$ cat config.mk
export PLATFORM = sky130hd
export DESIGN_NAME = debug_bus_arbiter_flat
export DESIGN_NICKNAME = d
export VERILOG_FILES = /design/src/rtl/debug_bus_arbiter_if.sv /design/src/rtl/debug_bus_arbiter.sv /design/src/flat_wrapper.sv
export SDC_FILE = /design/constraint.sdc
export NUM_CORES = 1
export LEC_CHECK = 0
export CORE_AREA = 2 2 147 149
export CTS_CLUSTER_SIZE = 8
export DETAILED_ROUTE_END_ITERATION = 16
export DIE_AREA = 0 0 149 151
export PLACE_DENSITY = 0.58
export SYNTH_ARGS = -nofsm -noshare
export SYNTH_HDL_FRONTEND = slang
export SYNTH_SLANG_ARGS = --single-unit
$ cat constraint.sdc
create_clock -name clk_i -period 1.8 [get_ports clk_i]
set_input_delay 0.45 -clock clk_i [delete_from_list [all_inputs] [get_ports clk_i]]
set_output_delay 0.45 -clock clk_i [all_outputs]
set_load 0.02 [all_outputs]
$ cat src/rtl/debug_bus_arbiter_if.sv
// Debug bus bundle between N masters, the arbiter and one slave.
// Optional error signals exist only when DEBUG_ARB_ERR_EN is defined.
interface debug_bus_arbiter_if #(
    parameter int unsigned NUM_MASTERS = 2,
    parameter int unsigned ADDR_WIDTH  = 15,
    parameter int unsigned DATA_WIDTH  = 64
);
    // Master side
    logic [NUM_MASTERS-1:0]            m_req_i;
    logic [NUM_MASTERS-1:0]            m_gnt_o;
    logic [NUM_MASTERS*ADDR_WIDTH-1:0] m_addr_i;
    logic [NUM_MASTERS-1:0]            m_we_i;
    logic [NUM_MASTERS*DATA_WIDTH-1:0] m_wdata_i;
    logic [NUM_MASTERS-1:0]            m_rvalid_o;
    logic [DATA_WIDTH-1:0]             m_rdata_o;
    // Slave side
    logic                              s_req_o;
    logic                              s_gnt_i;
    logic [ADDR_WIDTH-1:0]             s_addr_o;
    logic                              s_we_o;
    logic [DATA_WIDTH-1:0]             s_wdata_o;
    logic                              s_rvalid_i;
    logic [DATA_WIDTH-1:0]             s_rdata_i;
`ifdef DEBUG_ARB_ERR_EN
    logic                              s_err_i;
    logic [NUM_MASTERS-1:0]            m_err_o;
    logic                              err_seen_o;
`endif

    // Arbiter view: it masters the slave port and serves the master ports.
    modport master (
        input  m_req_i, m_addr_i, m_we_i, m_wdata_i, s_gnt_i, s_rvalid_i, s_rdata_i,
`ifdef DEBUG_ARB_ERR_EN
        input  s_err_i,
        output m_err_o, err_seen_o,
`endif
        output m_gnt_o, m_rvalid_o, m_rdata_o, s_req_o, s_addr_o, s_we_o, s_wdata_o
    );

    // Environment view: debug initiators plus the core's debug slave.
    modport slave (
        output m_req_i, m_addr_i, m_we_i, m_wdata_i, s_gnt_i, s_rvalid_i, s_rdata_i,
`ifdef DEBUG_ARB_ERR_EN
        output s_err_i,
        input  m_err_o, err_seen_o,
`endif
        input  m_gnt_o, m_rvalid_o, m_rdata_o, s_req_o, s_addr_o, s_we_o, s_wdata_o
    );
endinterface

$ cat src/rtl/debug_bus_arbiter.sv
// N-master to 1-slave debug bus arbiter: round-robin selection, request lock until
// grant, in-order response routing through an ID FIFO.
// Optional error routing and sticky error flag: define DEBUG_ARB_ERR_EN.
module debug_bus_arbiter #(
    parameter int unsigned NUM_MASTERS     = 2,
    parameter int unsigned ADDR_WIDTH      = 15,
    parameter int unsigned DATA_WIDTH      = 64,
    parameter int unsigned MAX_OUTSTANDING = 2
) (
    input  logic                 clk_i,
    input  logic                 rst_i,
    debug_bus_arbiter_if.master  bus
);
    localparam int unsigned IdW  = (NUM_MASTERS > 1) ? $clog2(NUM_MASTERS) : 1;
    localparam int unsigned PtrW = (MAX_OUTSTANDING > 1) ? $clog2(MAX_OUTSTANDING) : 1;
    localparam int unsigned CntW = $clog2(MAX_OUTSTANDING + 1);

    typedef enum logic [0:0] {StIdle, StLocked} state_e;

    state_e               r_state, w_state_next;
    logic [IdW-1:0]       r_sel, w_sel_next;
    logic [IdW-1:0]       r_rr_ptr;
    logic [IdW-1:0]       w_winner, w_cur, w_head;
    logic                 w_found;
    int unsigned          w_idx;
    logic                 r_rst_q;
    logic                 w_blk, w_s_req, w_hs, w_full, w_empty, w_pop;
    logic [IdW-1:0]       r_fifo [MAX_OUTSTANDING];
    logic [PtrW-1:0]      r_wptr, r_rptr;
    logic [CntW-1:0]      r_count;

    // Outputs stay quiet during reset and the cycle right after it.
    assign w_blk   = rst_i | r_rst_q;
    assign w_full  = (r_count == CntW'(MAX_OUTSTANDING));
    assign w_empty = (r_count == '0);
    assign w_head  = r_fifo[r_rptr];
    assign w_pop   = bus.s_rvalid_i && !w_empty && !w_blk;

    // Round-robin winner: first requester at or after r_rr_ptr, wrapping.
    always_comb begin
        w_winner = r_rr_ptr;
        w_found  = 1'b0;
        w_idx    = 0;
        for (int unsigned i = 0; i < NUM_MASTERS; i++) begin
            w_idx = (32'(r_rr_ptr) + i) % NUM_MASTERS;
            if (!w_found && bus.m_req_i[IdW'(w_idx)]) begin
                w_winner = IdW'(w_idx);
                w_found  = 1'b1;
            end
        end
    end

    // FSM next-state, current selection and slave request.
    always_comb begin
        w_state_next = r_state;
        w_sel_next   = r_sel;
        w_cur        = w_winner;
        w_s_req      = 1'b0;
        unique case (r_state)
            StIdle: begin
                w_cur   = w_winner;
                w_s_req = (|bus.m_req_i) && !w_full && !w_blk;
                if (w_s_req && !bus.s_gnt_i) begin
                    w_state_next = StLocked;
                    w_sel_next   = w_winner;
                end
            end
            StLocked: begin
                w_cur   = r_sel;
                w_s_req = bus.m_req_i[r_sel] && !w_full && !w_blk;
                // A dropped request releases the lock without a handshake.
                if (!bus.m_req_i[r_sel] || (w_s_req && bus.s_gnt_i)) begin
                    w_state_next = StIdle;
                end
            end
            default: w_state_next = StIdle;
        endcase
        w_hs = w_s_req && bus.s_gnt_i;
    end

    // Slave mux, combinational grant and response routing.
    always_comb begin
        bus.s_req_o    = w_s_req;
        bus.s_addr_o   = '0;
        bus.s_we_o     = 1'b0;
        bus.s_wdata_o  = '0;
        if (w_s_req) begin
            bus.s_addr_o  = bus.m_addr_i[32'(w_cur)*ADDR_WIDTH +: ADDR_WIDTH];
            bus.s_we_o    = bus.m_we_i[w_cur];
            bus.s_wdata_o = bus.m_wdata_i[32'(w_cur)*DATA_WIDTH +: DATA_WIDTH];
        end
        bus.m_gnt_o    = w_hs ? (NUM_MASTERS'(1) << w_cur) : '0;
        bus.m_rvalid_o = w_pop ? (NUM_MASTERS'(1) << w_head) : '0;
        bus.m_rdata_o  = w_blk ? '0 : bus.s_rdata_i;
    end

    // State, round-robin pointer and ID FIFO.
    always_ff @(posedge clk_i) begin
        r_rst_q <= rst_i;
        if (rst_i) begin
            r_state  <= StIdle;
            r_sel    <= '0;
            r_rr_ptr <= '0;
            r_wptr   <= '0;
            r_rptr   <= '0;
            r_count  <= '0;
        end else begin
            r_state <= w_state_next;
            r_sel   <= w_sel_next;
            if (w_hs) begin
                r_rr_ptr       <= (w_cur == IdW'(NUM_MASTERS - 1)) ? '0 : w_cur + IdW'(1);
                r_fifo[r_wptr] <= w_cur;
                r_wptr <= (r_wptr == PtrW'(MAX_OUTSTANDING - 1)) ? '0 : r_wptr + PtrW'(1);
            end
            if (w_pop) begin
                r_rptr <= (r_rptr == PtrW'(MAX_OUTSTANDING - 1)) ? '0 : r_rptr + PtrW'(1);
            end
            if (w_hs && !w_pop) begin
                r_count <= r_count + CntW'(1);
            end else if (!w_hs && w_pop) begin
                r_count <= r_count - CntW'(1);
            end
        end
    end

`ifdef DEBUG_ARB_ERR_EN
    logic r_err_seen;

    // Error follows the routed response; the sticky flag remembers any routed error.
    always_comb begin
        bus.m_err_o    = (w_pop && bus.s_err_i) ? (NUM_MASTERS'(1) << w_head) : '0;
        bus.err_seen_o = r_err_seen && !w_blk;
    end

    // Sticky error flag.
    always_ff @(posedge clk_i) begin
        if (rst_i) begin
            r_err_seen <= 1'b0;
        end else if (w_pop && bus.s_err_i) begin
            r_err_seen <= 1'b1;
        end
    end
`endif
endmodule

$ cat src/flat_wrapper.sv
// flat-port wrapper written by rule: the top's interface ports become plain ports
module debug_bus_arbiter_flat 
#(
    parameter int unsigned NUM_MASTERS     = 2,
    parameter int unsigned ADDR_WIDTH      = 15,
    parameter int unsigned DATA_WIDTH      = 64,
    parameter int unsigned MAX_OUTSTANDING = 2
)
  (clk_i, rst_i, bus_m_req_i, bus_m_addr_i, bus_m_we_i, bus_m_wdata_i, bus_s_gnt_i, bus_s_rvalid_i, bus_s_rdata_i, bus_m_gnt_o, bus_m_rvalid_o, bus_m_rdata_o, bus_s_req_o, bus_s_addr_o, bus_s_we_o, bus_s_wdata_o);
  debug_bus_arbiter_if #(.NUM_MASTERS(NUM_MASTERS), .ADDR_WIDTH(ADDR_WIDTH), .DATA_WIDTH(DATA_WIDTH)) bus_i ();
  input  logic clk_i;
  input  logic rst_i;
  input wire logic [$bits(bus_i.m_req_i)-1:0] bus_m_req_i;
  input wire logic [$bits(bus_i.m_addr_i)-1:0] bus_m_addr_i;
  input wire logic [$bits(bus_i.m_we_i)-1:0] bus_m_we_i;
  input wire logic [$bits(bus_i.m_wdata_i)-1:0] bus_m_wdata_i;
  input wire logic [$bits(bus_i.s_gnt_i)-1:0] bus_s_gnt_i;
  input wire logic [$bits(bus_i.s_rvalid_i)-1:0] bus_s_rvalid_i;
  input wire logic [$bits(bus_i.s_rdata_i)-1:0] bus_s_rdata_i;
  output wire logic [$bits(bus_i.m_gnt_o)-1:0] bus_m_gnt_o;
  output wire logic [$bits(bus_i.m_rvalid_o)-1:0] bus_m_rvalid_o;
  output wire logic [$bits(bus_i.m_rdata_o)-1:0] bus_m_rdata_o;
  output wire logic [$bits(bus_i.s_req_o)-1:0] bus_s_req_o;
  output wire logic [$bits(bus_i.s_addr_o)-1:0] bus_s_addr_o;
  output wire logic [$bits(bus_i.s_we_o)-1:0] bus_s_we_o;
  output wire logic [$bits(bus_i.s_wdata_o)-1:0] bus_s_wdata_o;
  assign bus_i.m_req_i = bus_m_req_i;
  assign bus_i.m_addr_i = bus_m_addr_i;
  assign bus_i.m_we_i = bus_m_we_i;
  assign bus_i.m_wdata_i = bus_m_wdata_i;
  assign bus_i.s_gnt_i = bus_s_gnt_i;
  assign bus_i.s_rvalid_i = bus_s_rvalid_i;
  assign bus_i.s_rdata_i = bus_s_rdata_i;
  assign bus_m_gnt_o = bus_i.m_gnt_o;
  assign bus_m_rvalid_o = bus_i.m_rvalid_o;
  assign bus_m_rdata_o = bus_i.m_rdata_o;
  assign bus_s_req_o = bus_i.s_req_o;
  assign bus_s_addr_o = bus_i.s_addr_o;
  assign bus_s_we_o = bus_i.s_we_o;
  assign bus_s_wdata_o = bus_i.s_wdata_o;
  debug_bus_arbiter #(.NUM_MASTERS(NUM_MASTERS), .ADDR_WIDTH(ADDR_WIDTH), .DATA_WIDTH(DATA_WIDTH), .MAX_OUTSTANDING(MAX_OUTSTANDING)) u_core (.clk_i(clk_i), .rst_i(rst_i), .bus(bus_i));
endmodule
# Word level (Yosys, flattened, before mapping)

Memory sizes are Yosys's and may differ from the RTL's. A register that Yosys moved wholly into a read port is not among the register bits.
Index checks and enable logic that the tools add are counted.

Memories: 1
Input port bits: 230
Latch bits: 0
Memory bits (writable): 2
Output and inout bits: 149
Register bits after elaboration: 8
Memory bits (read-only): 0

Multipliers: 1
Muxes and demuxes: 31
Equal/unequal tests: 1
Bitwise operators: 2
Reductions and logical operators: 25
Div/mod/pow operators: 0
$lt $le $gt $ge: 4
Shifts and indexed selects: 4
Add/subtract/negate cells: 6

Memories:

| name          | depth | width | rd ports | clocked after Yosys merged registers in | write ports | line                    | RTL |
|---|---|---|---|---|---|---|---|
| u_core.r_fifo | 2     | 1     | 1        | 1                                       | 1           | debug_bus_arbiter.sv:28 | `logic [IdW-1:0] r_fifo [MAX_OUTSTANDING];` |

Operators by type and width:

| kind                                                                  | number |
|---|---|
| 64-bit 2-to-1 mux                                                     | 2 |
| 128-bit by 8-bit variable part select with 64-bit output              | 1 |
| 30-bit by 6-bit variable part select with 15-bit output               | 1 |
| 1-bit 2-to-1 mux                                                      | 21 |
| 15-bit 2-to-1 mux                                                     | 1 |
| 1-bit logical AND                                                     | 12 |
| 1-bit zero test                                                       | 8 |
| 1-bit by 2-bit < comparator with 1-bit output (second input constant) | 4 |
| 2-bit 2-to-1 mux                                                      | 4 |
| 1-bit case mux with 2 select lines                                    | 3 |
| 1-bit by 4-bit multiplier with 5-bit output (second input constant)   | 1 |
| 1-bit adder (second input constant)                                   | 4 |
| 1-bit by 1-bit left shift with 2-bit output (first input constant)    | 2 |
| 2-bit by 1-bit adder with 2-bit output (second input constant)        | 1 |
| 2-bit equality test (second input constant)                           | 1 |
| 2-bit zero test                                                       | 1 |
| 2-bit AND reduction                                                   | 1 |
| 2-bit nonzero test                                                    | 1 |
| 2-bit OR reduction                                                    | 1 |
| 2-bit by 1-bit subtractor with 2-bit output (second input constant)   | 1 |
| 1-bit logical OR                                                      | 1 |
| 1-bit inverter                                                        | 1 |
| 1-bit bitwise OR                                                      | 1 |

# Longest topological paths before layout

Depth after elaboration: 10
Gate-level depth with buffers: 8
Mapped depth without buffers: 8

# Worst setup path after synthesis

No wires, ideal clock.

Kind: input -> register
Start: input rst_i
End: register u_core.r_count[1]
Library setup time: 0.070 ns
Slack: -0.394 ns
Stages on the path: 7
Arrival time: 2.124 ns
Cells stage by stage: or2_2 > a2111oi_4 > nand2_2 > inv_1 > ha_1 > or3_1 > a21oi_1

Cells in the longest elaborated chain, start to end: 8
Elaborated cells on any way between the ends: 13

Ends and longest elaborated chain:

| element                              | line                                             | RTL |
|---|---|---|
| start, declared                      | flat_wrapper.sv:12                               | `input logic rst_i;` |
| 1-bit bitwise OR *                   | debug_bus_arbiter.sv:33                          | `assign w_blk = rst_i \| r_rst_q;` |
| 1-bit zero test *                    | debug_bus_arbiter.sv:62, debug_bus_arbiter.sv:70 |  |
| 1-bit logical AND (on tied branches) | debug_bus_arbiter.sv:70, debug_bus_arbiter.sv:62 |  |
| 1-bit case mux with 2 select lines * | debug_bus_arbiter.sv:59                          | `unique case (r_state)` |
| via bus_s_req_o                      | flat_wrapper.sv:23                               | `output wire logic [$bits(bus_i.s_req_o)-1:0] bus_s_req_o;` |
| 1-bit logical AND *                  | debug_bus_arbiter.sv:78                          | `w_hs = w_s_req && bus.s_gnt_i;` |
| via u_core.w_hs                      | debug_bus_arbiter.sv:27                          | `logic w_blk, w_s_req, w_hs, w_full, w_empty, w_pop;` |
| 1-bit zero test                      | debug_bus_arbiter.sv:120                         | `end else if (!w_hs && w_pop) begin` |
| 1-bit logical AND                    | debug_bus_arbiter.sv:120                         |  |
| 2-bit nonzero test (no source line)  | --                                               |  |
| end signal, assigned                 | debug_bus_arbiter.sv:119                         | `r_count <= r_count + CntW'(1);` |
| end signal, assigned                 | debug_bus_arbiter.sv:121                         | `r_count <= r_count - CntW'(1);` |
| end, declared                        | debug_bus_arbiter.sv:30                          | `logic [CntW-1:0] r_count;` |

Mark *: on every way through the listed nets, which the timed path passes. The rest lies on a longest branch.
A chain may end at the register's enable or synchronous reset.

# Worst setup path after layout

Start: input bus_m_req_i[1]
End: output bus_s_addr_o[0]

Cells in the longest elaborated chain, start to end: 10
Elaborated cells on any way between the ends: 20

Ends and longest elaborated chain:

| element                                                 | line                    | RTL |
|---|---|---|
| start, declared                                         | flat_wrapper.sv:13      | `input wire logic [$bits(bus_i.m_req_i)-1:0] bus_m_req_i;` |
| 1-bit 2-to-1 mux (implied by the code) (2 in a row)     | debug_bus_arbiter.sv:46 | `if (!w_found && bus.m_req_i[IdW'(w_idx)]) begin` |
| 1-bit 2-to-1 mux                                        | debug_bus_arbiter.sv:46 |  |
| 1-bit zero test                                         | debug_bus_arbiter.sv:46 |  |
| 1-bit logical AND                                       | debug_bus_arbiter.sv:46 |  |
| 1-bit 2-to-1 mux                                        | debug_bus_arbiter.sv:46 |  |
| 1-bit case mux with 2 select lines                      | debug_bus_arbiter.sv:59 |  |
| 1-bit by 4-bit multiplier with 5-bit output             | debug_bus_arbiter.sv:88 | `bus.s_addr_o = bus.m_addr_i[32'(w_cur)*ADDR_WIDTH +: ADDR_WIDTH];` |
| 30-bit by 6-bit variable part select with 15-bit output | debug_bus_arbiter.sv:88 |  |
| 15-bit 2-to-1 mux *                                     | debug_bus_arbiter.sv:87 | `if (w_s_req) begin` |
| end, declared                                           | flat_wrapper.sv:24      | `output wire logic [$bits(bus_i.s_addr_o)-1:0] bus_s_addr_o;` |

Mark *: on every way between the ends. The rest lies on a longest branch, timed or not. The select of a mux whose other input is x is not followed.

==> out/metrics.yaml <==
critPathArrivalTime_ns: 1.93
dieHeight_um: 151
grt_usage_pct: 17.1
ctsHoldBuffers: 0
start_util_pct: 15.4
boundaryPins: 379
synth_top_area_share_pct: 31.3
met1_length_um: 8850
setup_viol: 152
hold_viol: 0
synth_top_family_by_area: "simple AND/OR/NAND/NOR gates"
tightest_slew_ns: 0.355
fmax_mhz: 420
area_growth_pct: 192
cp_max_fo: 5
synthCells: 428
critical_path.top_delay_family: "buffers and inverters"
die-width_um: 149
yosys.area_share.adder_pct: 0.743
cts_made_buffers: 3
antenna_found_initial: 0
core_mm2: 0.0208
grt_max_degree: 35
cpMaxStageDelayCell: "maj3_2"
ant_nets: 0
required_ns: 1.35
synth_compound_area_share_pct: 1.41
cts_root_buf: "clkbuf_16"
synth-simple-area-share_pct: 48.8
gr-total-overflow: 0
peakVddDrop_mv: 0.264
grt_pass1_wl_um: 30400
wl_met2_um: 10800
grt_pass1_vias: 5250
synthesis.area_mm2: 0.00320
drive_gt1_share_pct: 47.6
n_antenna_cell: 0
synth_warnings: 0
timing.final.crit_share_pct: 132
power-per-cell-area_mw_per_mm2: 337
drt_pass1_iterations: 4
cts.sinks: 11
dr.max_layer_used: "met4"
vias: 5237
max-cap-violations: 0
wl_met3_um: 1320
h-tree-depth: 1
syn_nets: 659
routedWlPerCell_um: 18.3
fin_ws_ns: -0.581
io_buffer_count: 378
syn_area_per_cell_um2: 7.48
rr_startpoint: "u_core.r_rst_q"
final_max_slew_viol_count: 0
nets: 1113
yosys-top-cells-area: "nand4_1 (31%), mux2i_1 (27%), and2_1 (13%)"
worst-r2r-setup-slack_ns: -0.31
drt_iter0_markers: 156
synth.distinct_cells: 33
leakage_nw: 3.98
dpl_worst_slack_ns: -1.53
timing.rr.end: "u_core.r_count[1]"
synth_mux_area_share_pct: 26.9
skew_ns: 0.00579
fillerInstances: 2044
drc: 0
status: "finished, violations left"
dp_cells: 1097
ys_seq_area_share_pct: 7.51
finalCriticalPeriod_ns: 2.38
synth-xor-area-share_pct: 0.821
placed_area_mm2: 0.00818
dp.final_hpwl_um: 15100
clk_pin_slew_ns: 0.04
wirelength_um: 21200
viasPerCell: 4.53
worst-setup-path-type: "in -> out"
crit_chain: "buf_2 > maj3_2 > mux2i_4 > buf_4 > buf_6 > buf_16 > buf_12 > mux2i_4 > buf_6"
cp.depth: 9
endpoint: "bus_s_addr_o[0]"
die_area_mm2: 0.0225
end_kind: "primary output"
yosys.area.top_type: "nand4_1"
max_stage_delay_ns: 0.33
r2r_cells: 9
cts.path.max_buffers: 2
violations: "negative setup slack"
cts_tree: "done"
fin_area_mm2: 0.00935
rsz0062_at_grt: "yes"
max_slew_margin_pct: 76.3
ys_seq_elements: 11
min_path_type: "in -> reg"
cp_num_buf_inv: 6
row_count: 53
insertion_delay_ns: 0.24
startpoint_type: "primary input"
crit_start: "bus_m_req_i[1]"
final_cells: 1156
gp_congestion: 0.762
==> worst register-to-register path: cells and delay by family (launching register included) <==
family	cells	cell delay, ns
buffers and inverters	3	0.29
DFF	1	0.35
and+or+nand+nor	3	0.73
adders and majority gates	1	0.19
AOI/OAI and AO/OA	2	0.47
==> cells in the final DEF (no fill, tap or decap), types with 2 or more instances in the layout <==
cell type	instances
clkdlybuf4s50_1	225
nand4_1	160
buf_6	124
buf_4	118
and2_4	64
mux2i_1	46
mux2i_4	26
buf_12	23
mux2i_2	14
buf_8	11
nor2_1	8
bufbuf_16	7
dfxtp_1	6
buf_16	5
nor2_4	4
xor2_1	3
clkbuf_16	3
buf_2	3
nand2b_1	2
edfxtp_1	2
dfxtp_2	2
==> routing by layer <==
| metal | up-vias | track usage [%] |
|---|---|---|
| met5 | - | 0 |
| met4 | 0 | 2.81 |
| met3 | 14 | 3.01 |
| met2 | 178 | 30.1 |
| met1 | 2480 | 22.1 |
| li1 | 2565 | - |
==> how the worst min path moves through the flow <==
stage,from,endpoint,slack [ns],cells after the start
floorplan,u_core.r_wptr,u_core.r_wptr,0.45,1
global placement,u_core.r_wptr,u_core.r_wptr,0.46,1
detailed placement,u_core.r_rr_ptr,u_core.r_rr_ptr,0.49,2
CTS,rst_i,u_core.r_count[1],0.39,2
global route,rst_i,u_core.r_count[1],0.40,2
finish,rst_i,u_core.r_count[1],0.39,2
==> metrics by stage <==
step / utilization (%) / power (mW) / TNS, ns / hold WS, ns
6_report: 44.9 / 3.15 / -59.34 / 0.392
5_1_grt: 44.9 / 3.32 / -70.67 / 0.396
4_1_cts: 44.7 / 3.19 / -58.80 / 0.389
3_5_place_dp: 39.3 / 2.36 / -199.76 / 0.486
3_3_place_gp: 39.3 / 2.35 / -198.71 / 0.461
2_1_floorplan: - / 1.24 / -27.76 / 0.446
==> timing repair <==
item                                    CTS  global route
pin swaps                                34            28
cloned                                   18             0
setup buffers                            37            18
gates resized for setup                 901            79
endpoints found under the setup margin  160           152
==> synthesized netlist by cell type, drive strengths merged <==
cell	instances
a2111oi	1
a21oi	1
and2	64
and2b	1
and3	1
buf	40
clkbuf	28
dfxtp	9
edfxtp	2
ha	1
inv	3
maj3	1
mux2i	86
nand2	2
nand2b	2
nand4	160
nor2	12
nor2b	2
nor3	2
nor3b	1
nor4	1
o211ai	1
o21ai	1
or2	1
or3	1
or4	1
xor2	3
==> power by group <==
group / switching [mW] / internal [mW]
Sequential: 0.0103 / 0.265
Combinational: 0.994 / 1.47
Clock: 0.112 / 0.298
==> logic make-up (layout without fill, tap and decap cells) <==
kind of cell             count (synthesis)  in the layout
adder cells (fa/ha/maj)                  2              2
buffers and inverters                   71            524
multiplexers                            86             86
AO/OA/AOI/OAI                            4              4
flip-flops                              11             11
AND/OR/NAND/NOR                        251            251
XOR/XNOR                                 3              3
==> sequential cells by signal, indices dropped and copies added (netlist names), named ones only <==
name / count
u_core.r_wptr: 1
u_core.r_state: 1
u_core.r_rst_q: 1
u_core.r_sel: 1
u_core.r_rr_ptr: 1
u_core.r_fifo: 2
u_core.r_rptr: 1
u_core.r_count: 2
==> final cells by class <==
type                    count  area (um^2)  area share (%)
well taps                 275          344            3.68
clock buffers               4         78.8           0.843
multi-input cells         346         3110            33.3
repair buffers            517         5550            59.4
inverters                   3         18.8           0.201
flip-flops and latches     11          246            2.64
No activity file was read; power rests on OpenSTA's default activity.
